===== src/rtl/mask_centroid.sv =====
// mask_centroid: per-frame mask statistics with a sequential restoring
// divider that publishes centroid and bounding box at vertical sync.
module mask_centroid #(
  parameter int LINE_WIDTH   = 640,
  parameter int FRAME_HEIGHT = 480,
  parameter int MIN_PIXELS   = 64,
  localparam int XW = $clog2(LINE_WIDTH),
  localparam int YW = $clog2(FRAME_HEIGHT),
  localparam int CW = $clog2(LINE_WIDTH * FRAME_HEIGHT + 1)
) (
  input  logic          clk,
  input  logic          reset_n,
  input  logic          en_i,
  input  logic          vs_ni,
  input  logic          hs_ni,
  input  logic          blank_ni,
  input  logic          mask_i,
  output logic [XW-1:0] centroid_x_o,
  output logic [YW-1:0] centroid_y_o,
  output logic [XW-1:0] min_x_o,
  output logic [XW-1:0] max_x_o,
  output logic [YW-1:0] min_y_o,
  output logic [YW-1:0] max_y_o,
  output logic [CW-1:0] pixel_count_o,
  output logic          obj_found_o,
  output logic          result_valid_o,
  output logic          busy_o
);

  localparam int SXW = XW + CW;
  localparam int SYW = YW + CW;
  localparam int NW  = (SXW > SYW) ? SXW : SYW;
  localparam int SW  = $clog2(NW + 1);
  localparam logic [XW-1:0] XMAX  = XW'(LINE_WIDTH - 1);
  localparam logic [YW-1:0] YMAX  = YW'(FRAME_HEIGHT - 1);
  localparam logic [CW-1:0] MINC  = CW'(MIN_PIXELS);
  localparam logic [SW-1:0] XLAST = SW'(SXW - 1);
  localparam logic [SW-1:0] YLAST = SW'(SYW - 1);

  typedef enum logic [1:0] {IDLE, DIV_X, DIV_Y, PUBLISH} state_t;

  logic unused_hs;
  assign unused_hs = hs_ni;

  logic           vs_prev_q, act_prev_q;
  logic [XW-1:0]  x_q, x_d, xc;
  logic [YW-1:0]  y_q, y_d, yc;
  logic [CW-1:0]  cnt_q, cnt_d;
  logic [SXW-1:0] sx_q, sx_d;
  logic [SYW-1:0] sy_q, sy_d;
  logic [XW-1:0]  minx_q, minx_d, maxx_q, maxx_d;
  logic [YW-1:0]  miny_q, miny_d, maxy_q, maxy_d;

  logic fe, act, le, hit;
  assign fe  = en_i & vs_prev_q & ~vs_ni;
  assign act = en_i & blank_ni;
  assign le  = en_i & act_prev_q & ~blank_ni;
  assign hit = act & mask_i;
  // A pixel sampled on the frame-end edge already belongs to the new frame
  assign xc  = fe ? '0 : x_q;
  assign yc  = fe ? '0 : y_q;

  always_comb begin
    x_d    = x_q;
    y_d    = y_q;
    cnt_d  = cnt_q;
    sx_d   = sx_q;
    sy_d   = sy_q;
    minx_d = minx_q;
    maxx_d = maxx_q;
    miny_d = miny_q;
    maxy_d = maxy_q;
    if (fe) begin
      x_d    = '0;
      y_d    = '0;
      cnt_d  = '0;
      sx_d   = '0;
      sy_d   = '0;
      minx_d = '1;
      maxx_d = '0;
      miny_d = '1;
      maxy_d = '0;
    end
    if (act) begin
      x_d = (xc == XMAX) ? xc : xc + 1'b1;
    end else if (le && !fe) begin
      x_d = '0;
      y_d = (y_q == YMAX) ? y_q : y_q + 1'b1;
    end
    if (hit) begin
      cnt_d = cnt_d + 1'b1;
      sx_d  = sx_d + SXW'(xc);
      sy_d  = sy_d + SYW'(yc);
      if (xc < minx_d) minx_d = xc;
      if (xc > maxx_d) maxx_d = xc;
      if (yc < miny_d) miny_d = yc;
      if (yc > maxy_d) maxy_d = yc;
    end
  end

  always_ff @(posedge clk or negedge reset_n) begin
    if (!reset_n) begin
      vs_prev_q  <= 1'b1;
      act_prev_q <= 1'b0;
      x_q        <= '0;
      y_q        <= '0;
      cnt_q      <= '0;
      sx_q       <= '0;
      sy_q       <= '0;
      minx_q     <= '1;
      maxx_q     <= '0;
      miny_q     <= '1;
      maxy_q     <= '0;
    end else begin
      if (en_i) begin
        vs_prev_q  <= vs_ni;
        act_prev_q <= blank_ni;
      end
      x_q    <= x_d;
      y_q    <= y_d;
      cnt_q  <= cnt_d;
      sx_q   <= sx_d;
      sy_q   <= sy_d;
      minx_q <= minx_d;
      maxx_q <= maxx_d;
      miny_q <= miny_d;
      maxy_q <= maxy_d;
    end
  end

  state_t         state_q;
  logic [SW-1:0]  step_q;
  logic [NW-1:0]  num_q;
  logic [CW-1:0]  rem_q;
  logic [CW-1:0]  cnt_s_q;
  logic [SYW-1:0] sy_s_q;
  logic [XW-1:0]  bminx_q, bmaxx_q, qx_q;
  logic [YW-1:0]  bminy_q, bmaxy_q, qy_q;
  logic [XW-1:0]  cx_q, ominx_q, omaxx_q;
  logic [YW-1:0]  cy_q, ominy_q, omaxy_q;
  logic [CW-1:0]  ocnt_q;
  logic           found_q, valid_q;

  // Restoring step: quotient bits shift in at the LSB of num_q
  logic [CW:0]   trial, diff;
  logic          ge;
  logic [CW-1:0] rem_nx;
  logic [NW-1:0] num_nx;
  assign trial  = {rem_q, num_q[NW-1]};
  assign diff   = trial - {1'b0, cnt_s_q};
  assign ge     = (trial >= {1'b0, cnt_s_q});
  assign rem_nx = ge ? diff[CW-1:0] : trial[CW-1:0];
  assign num_nx = {num_q[NW-2:0], ge};

  always_ff @(posedge clk or negedge reset_n) begin
    if (!reset_n) begin
      state_q <= IDLE;
      step_q  <= '0;
      num_q   <= '0;
      rem_q   <= '0;
      cnt_s_q <= '0;
      sy_s_q  <= '0;
      bminx_q <= '0;
      bmaxx_q <= '0;
      bminy_q <= '0;
      bmaxy_q <= '0;
      qx_q    <= '0;
      qy_q    <= '0;
      cx_q    <= '0;
      cy_q    <= '0;
      ominx_q <= '0;
      omaxx_q <= '0;
      ominy_q <= '0;
      omaxy_q <= '0;
      ocnt_q  <= '0;
      found_q <= 1'b0;
      valid_q <= 1'b0;
    end else begin
      valid_q <= 1'b0;
      if (fe) begin
        cnt_s_q <= cnt_q;
        sy_s_q  <= sy_q;
        bminx_q <= minx_q;
        bmaxx_q <= maxx_q;
        bminy_q <= miny_q;
        bmaxy_q <= maxy_q;
        num_q   <= NW'(sx_q) << (NW - SXW);
        rem_q   <= '0;
        step_q  <= '0;
        state_q <= (cnt_q != '0) ? DIV_X : PUBLISH;
      end else begin
        unique case (state_q)
          IDLE: state_q <= IDLE;
          DIV_X: begin
            rem_q <= rem_nx;
            if (step_q == XLAST) begin
              qx_q    <= num_nx[XW-1:0];
              num_q   <= NW'(sy_s_q) << (NW - SYW);
              rem_q   <= '0;
              step_q  <= '0;
              state_q <= DIV_Y;
            end else begin
              num_q  <= num_nx;
              step_q <= step_q + 1'b1;
            end
          end
          DIV_Y: begin
            rem_q  <= rem_nx;
            num_q  <= num_nx;
            step_q <= step_q + 1'b1;
            if (step_q == YLAST) begin
              qy_q    <= num_nx[YW-1:0];
              state_q <= PUBLISH;
            end
          end
          PUBLISH: begin
            valid_q <= 1'b1;
            state_q <= IDLE;
            if (cnt_s_q == '0) begin
              cx_q    <= '0;
              cy_q    <= '0;
              ominx_q <= '0;
              omaxx_q <= '0;
              ominy_q <= '0;
              omaxy_q <= '0;
              ocnt_q  <= '0;
              found_q <= 1'b0;
            end else begin
              cx_q    <= qx_q;
              cy_q    <= qy_q;
              ominx_q <= bminx_q;
              omaxx_q <= bmaxx_q;
              ominy_q <= bminy_q;
              omaxy_q <= bmaxy_q;
              ocnt_q  <= cnt_s_q;
              found_q <= (cnt_s_q >= MINC);
            end
          end
          default: state_q <= IDLE;
        endcase
      end
    end
  end

  assign centroid_x_o   = cx_q;
  assign centroid_y_o   = cy_q;
  assign min_x_o        = ominx_q;
  assign max_x_o        = omaxx_q;
  assign min_y_o        = ominy_q;
  assign max_y_o        = omaxy_q;
  assign pixel_count_o  = ocnt_q;
  assign obj_found_o    = found_q;
  assign result_valid_o = valid_q;
  assign busy_o         = (state_q != IDLE);

endmodule

===== config.mk =====
export PLATFORM = sky130hd
export DESIGN_NAME = mask_centroid
export DESIGN_NICKNAME = d
export VERILOG_FILES = /design/src/rtl/mask_centroid.sv
export SDC_FILE = /design/constraint.sdc
export NUM_CORES = 1
export LEC_CHECK = 0
export ABC_AREA = 1
export BUFFER_PORTS_ARGS = -buffer_cell sky130_fd_sc_hd__clkbuf_2
export CORE_MARGIN = 5
export CORE_UTILIZATION = 56
export DETAILED_ROUTE_END_ITERATION = 8
export PLACE_DENSITY = 0.74
export SKIP_LAST_GASP = 1
export SYNTH_ARGS = -nofsm -noshare
export SYNTH_HDL_FRONTEND = slang
export SYNTH_SLANG_ARGS = --single-unit

===== constraint.sdc =====
create_clock -name clk -period 4.46 [get_ports clk]
set_input_delay 0.223 -clock clk [delete_from_list [all_inputs] [get_ports clk]]
set_output_delay 0.223 -clock clk [all_outputs]
set_load 0.01 [all_outputs]

# ---- Word level (Yosys, flattened, before mapping)
# Cells that the tools add are included.
dict set report totals {
  ff_bits 372
  elab_cells 127
}
dict set report classes {
  n_eq_ne 10
  bitwise_logic 9
  n_lt_le_gt_ge 6
  reduce_logical 12
  mux 51
  addsub 7
}
# op n
set ops {}
lappend ops {{$mux 10} 13}
lappend ops {{$mux 9} 13}
lappend ops {{$mux 29} 4}
lappend ops {{$mux 19} 6}
lappend ops {{$pmux 29 s2} 1}
lappend ops {{$mux 28} 2}
lappend ops {{$pmux 19 s2} 1}
lappend ops {{$add 29x10->29} 1}
lappend ops {{$add 28x9->28} 1}
lappend ops {{$ge 20x19->1} 1}
lappend ops {{$add 19x1->19 const B} 1}
lappend ops {{$ge 19x7->1 const B} 1}
lappend ops {{$logic_not 19->1} 1}
lappend ops {{$reduce_bool 19->1} 1}
lappend ops {{$sub 19x19->19} 1}
lappend ops {{$add 10x1->10 const B} 1}
lappend ops {{$eq 10x10->1 const B} 1}
lappend ops {{$eq 5x5->1 const B} 2}
lappend ops {{$gt 10x10->1} 1}
lappend ops {{$lt 10x10->1} 1}
lappend ops {{$mux 5} 2}
lappend ops {{$pmux 5 s2} 1}
lappend ops {{$add 9x1->9 const B} 1}
lappend ops {{$eq 9x9->1 const B} 1}
lappend ops {{19 further kinds} 36}

# ---- Longest topological paths before layout
dict set report depth {
  ltp_word 6
  mapped_depth 22
}

# ---- Worst setup path before layout
# Ideal clock, no wire load.
dict set report synth_timing {
  path_type {reg2reg}
  start {reg vs_prev_q}
  end {reg sx_q[12]}
  period_less_slack_ns 3.139
  arrival_time_ns 3.017
  stages_incl_launch_ff 19
  slack_ns 1.321
  required_ns 4.337
  path_cell_list {dfstp_2 > nand3_4 > buf_4 > inv_2 > buf_4 > buf_2 > clkbuf_1 > nor2_1 > ha_1 > fa_1 > a21oi_1 > a21oi_1 > nand2_1 > nand2_1 > nand2_1 > nand2_2 > nand2_1 > nor2_4 > xnor2_1}
}
dict set report synth_between {
  elab_chain_cells 5
  elab_cells_between_ends 6
  cone_classes {1 x add/sub; 3 x mux; 2 x bitwise}
}
# item line
set synth_lines {}
lappend synth_lines {{start: declaration} 45} ;# logic vs_prev_q, act_prev_q;
lappend synth_lines {{start signal: assignment} 116} ;# vs_prev_q <= vs_ni;
lappend synth_lines {{$and 1x1->1 * (2 in a row)} 55} ;# assign fe = en_i & vs_prev_q & ~vs_ni;
lappend synth_lines {{$mux 29 / $mux 10 (equally long branches)} --}
lappend synth_lines {{$add 29x10->29} 92} ;# sx_d = sx_d + SXW'(xc);
lappend synth_lines {{$mux 29 *} 90} ;# if (hit) begin
lappend synth_lines {{via sx_d[12]} 49} ;# logic [SXW-1:0] sx_q, sx_d;
lappend synth_lines {{end signal: assignment} 108} ;# sx_q <= '0;
lappend synth_lines {{end signal: assignment} 122} ;# sx_q <= sx_d;
lappend synth_lines {{end: declaration} 49}
# Mark *: on every way through the listed nets, which the timed path passes. The rest lies on a longest branch.
# A chain may end at the register's enable or synchronous reset.

# ---- Final worst setup path
dict set report layout_timing {
  start {reg vs_prev_q}
  end {reg sx_q[28]}
}
# The elaborated chain is that of the path after synthesis.

==> results_dict.tcl <==
set metrics [dict create \
    status "finished, final reports clean" \
    syn_to_final_growth_pct 10.9 \
    grt_start_max_net_pins 123 \
    design.die.area_mm2 0.0392 \
    die_w_um 198 \
    clock_latency_ps 570 \
    fin_util_pct 63.2 \
    endpoint_kind "flip-flop" \
    routedWlPerCell_um 15.6 \
    required_ps 4960 \
    period_needed_ps 3300 \
    max_cap_viol_count 0 \
    numPortBuffers 84 \
    grt.overflow.total 0 \
    clockPowerShare_pct 26.4 \
    ys.flop_type "dfrtp_1" \
    swShare_pct 38.1 \
    fin_hold_ws_ps 67.9 \
    post-route-period-util_pct 74.1 \
    power_frac_comb_pct 35.5 \
    synthArstFlopShare_pct 100 \
    met2_wirelength_um 22700 \
    relSlewSlack_pct 48.1 \
    cts_inserted_buffers 40 \
    post-route-drc-count 0 \
    hpwl_um 33400 \
    synth_nets 2604 \
    cellLeakagePower_uw 0.0109 \
    place.gp.congestion 0.926 \
    vias_per_cell 5.51 \
    drv_slew 0 \
    final-hold-violation-count 0 \
    totalNegativeSetupSlack_ps 0 \
    start_util_pct 57.0 \
    hold_class "in -> reg" \
    arrival_ps 3800 \
    fin_skew_ps 10.5 \
    synth_cells 2525 \
    cts_root_buf "clkbuf_16" \
    fin_ws_ps 1160 \
    drt_iter0_drc 1311 \
    synth_edf_count 0 \
    antenna_found_initial 0 \
    diodes 0 \
    clk_path_buf_depth 3 \
    dr.pass1.iters 6 \
    internal_power_uw 8050 \
    wl_um 48000 \
    syn_area_mm2 0.0198 \
    post-place-ws_ps 1250 \
    p_per_area_mw_per_mm2 592 \
    grt_use_total_pct 24.7 \
    seq_area_frac_synth_pct 47.2 \
    met1Wirelength_um 21500 \
    start_kind "flip-flop" \
    setup_viol 0 \
    switchingPower_uw 4950 \
    grt_first_pass_wirelength_um 80700 \
    rsz0062_at_grt "no" \
    yosysUniqueCellTypes 60 \
    rows 68 \
    grt_pass1_vias 16500 \
    postSynthAreaPerCell_um2 7.84 \
    die_h_um 198 \
    power_frac_seq_pct 38.1 \
    vias 16900 \
    ys_seq_elements 372 \
    drive_above_1_share_pct 9.76 \
    cts_tree "built" \
    irDropWorstVdd_uv 515 \
    worstSetupPathType "reg -> reg" \
    cp_max_fo 30 \
    nets 2661 \
    yosys_warnings 0 \
    clk_pin_slew_ps 60 \
    clkSinkCount 372 \
    boundaryPins 86 \
    dr.max_layer_used "met4" \
    core_area_mm2 0.0347 \
    ant_nets 0 \
    fmaxAchievable_ghz 0.303 \
    fill_cells 2996 \
    dr_wl_met3_um 2790 \
    h-tree-depth 2 \
    worstMarginPinSlew_ps 776 \
]
-- metal layers --
metal	track usage, %	vias to the layer above
met1	34.1	8117
met3	4.03	93
li1	-	8231
met5	0	-
met4	7.04	0
met2	40.8	458
-- state kept, by name, summed over array words and instances (netlist names), 19 cells and up --
signal,cells
cnt_q,19
cnt_s_q,19
num_q,29
pixel_count_o,19
rem_q,19
sx_q,29
sy_q,28
sy_s_q,28
-- stage by stage --
stage | cell area [µm²] | cells | power [µW]
2_1_floorplan | 19800 | 2525 | 8200
3_3_place_gp | 20500 | 2991 | 9400
3_5_place_dp | 20500 | 2991 | 9580
4_1_cts | 21900 | 3068 | 13100
5_1_grt | 21900 | 3068 | 14000
6_report | 21900 | 3068 | 13000
-- cell usage after synthesis (2+ instances only) --
cell type	count	share of area, %
nand2_1	744	14
dfrtp_1	352	45
inv_1	307	5.8
o21ai_0	239	6.0
nor2_1	198	3.8
nand3_1	146	3.7
ha_1	69	4.4
a21oi_1	52	1.3
nand4_1	46	1.5
xor2_1	43	1.9
clkbuf_1	39	0.74
buf_2	34	0.86
a31oi_1	30	0.95
nor3_1	29	0.73
dfstp_2	20	2.7
nand3b_1	18	0.68
xnor2_1	14	0.62
buf_1	13	0.25
nand2_2	13	0.41
nor2_2	10	0.32
nor4_1	10	0.32
o21ai_1	8	0.20
a21o_1	7	0.27
a211oi_1	6	0.23
buf_4	5	0.19
inv_2	5	0.095
nor3_2	5	0.25
o21bai_1	5	0.19
nand2_4	4	0.23
nand3_2	4	0.20
nor4_2	4	0.25
a22oi_1	3	0.11
and3_1	3	0.095
fa_1	3	0.30
o21a_1	3	0.11
o22ai_1	3	0.095
a21boi_0	2	0.076
a21oi_2	2	0.089
a31o_2	2	0.089
buf_6	2	0.11
buf_8	2	0.15
nor2_4	2	0.11
o32ai_1	2	0.089
-- cell type report --
cell class                      instances  area [µm²]  share of cell area, %
Sequential cell                       372        9330                   42.5
Multi-Input combinational cell       1744        8810                   40.2
Inverter                              312        1170                   5.35
Clock buffer                           52        1100                   5.00
Timing Repair Buffer                  112         688                   3.14
Tap cell                              455         569                   2.59
Clock inverter                         21         269                   1.23
-- layout by cell type (no fill, tap or decap), drive strengths merged, types with 12 or more instances in the layout --
cell    netlist  final
clkinv        0     12
clkbuf       40    135
dfrtp       352    352
a31oi        30     30
nand4        47     47
a21oi        55     55
ha           69     69
nor2        210    210
dfstp        20     20
xor2         43     43
nand3b       18     18
nand3       151    151
inv         312    314
nand2       761    761
nor4         15     15
buf          57     25
xnor2        14     14
nor3         34     34
o21ai       248    248
-- critical path, cell delays in order, from the launching register on --
cell,delay (ps)
dfstp_2,560
nand3_4,130
buf_4,290
nand2_1,190
inv_1,180
ha_1,400
a21oi_1,250
nor2_1,70
a211oi_1,520
nand2_2,190
nand2_1,140
nor2_4,70
nand3_1,120
nand2_1,60
inv_1,50
-- logic make-up (layout without fill, tap and decap cells) --
| group | after synthesis | in the layout | share of synthesized area [%] |
|---|---|---|---|
| flip-flops | 372 | 372 | 47.2 |
| buffers and inverters | 409 | 497 | 8.34 |
| AND/OR/NAND/NOR | 1242 | 1242 | 27.0 |
| adder cells (fa/ha/maj) | 72 | 72 | 4.67 |
| AO/OA/AOI/OAI | 373 | 373 | 10.3 |
| XOR/XNOR | 57 | 57 | 2.52 |
-- worst paths after layout --
path,start,end,slack (ps),cells past startpoint
max,vs_prev_q,sx_q[28],1160,14
min,blank_ni,y_q[0],70,4
max reg2reg,vs_prev_q,sx_q[28],1160,14
min reg2reg,sy_q[18],sy_s_q[18],470,2
max in group asynchronous,reset_n,num_q[14],2990,3
min in group asynchronous,reset_n,rem_q[14],240,2
-- power by group through the flow --
| stage | Sequential (µW) | Combinational, µW | Clock (µW) |
|---|---|---|---|
| floorplan | 4950 | 3250 | 0 |
| global placement | 4950 | 4450 | 0 |
| detailed placement | 4980 | 4600 | 0 |
| CTS | 4940 | 4620 | 3510 |
| global route | 5050 | 5270 | 3650 |
| finish | 4950 | 4620 | 3430 |
-- repair_timing --
| item | in CTS | in global routing |
|---|---|---|
| setup buffers | 0 | 0 |
| hold buffers | 4 | 0 |
| hold endpoints to repair | 75 | 0 |
| resized for setup | 0 | 0 |
No activity file was read; power rests on OpenSTA's default activity.
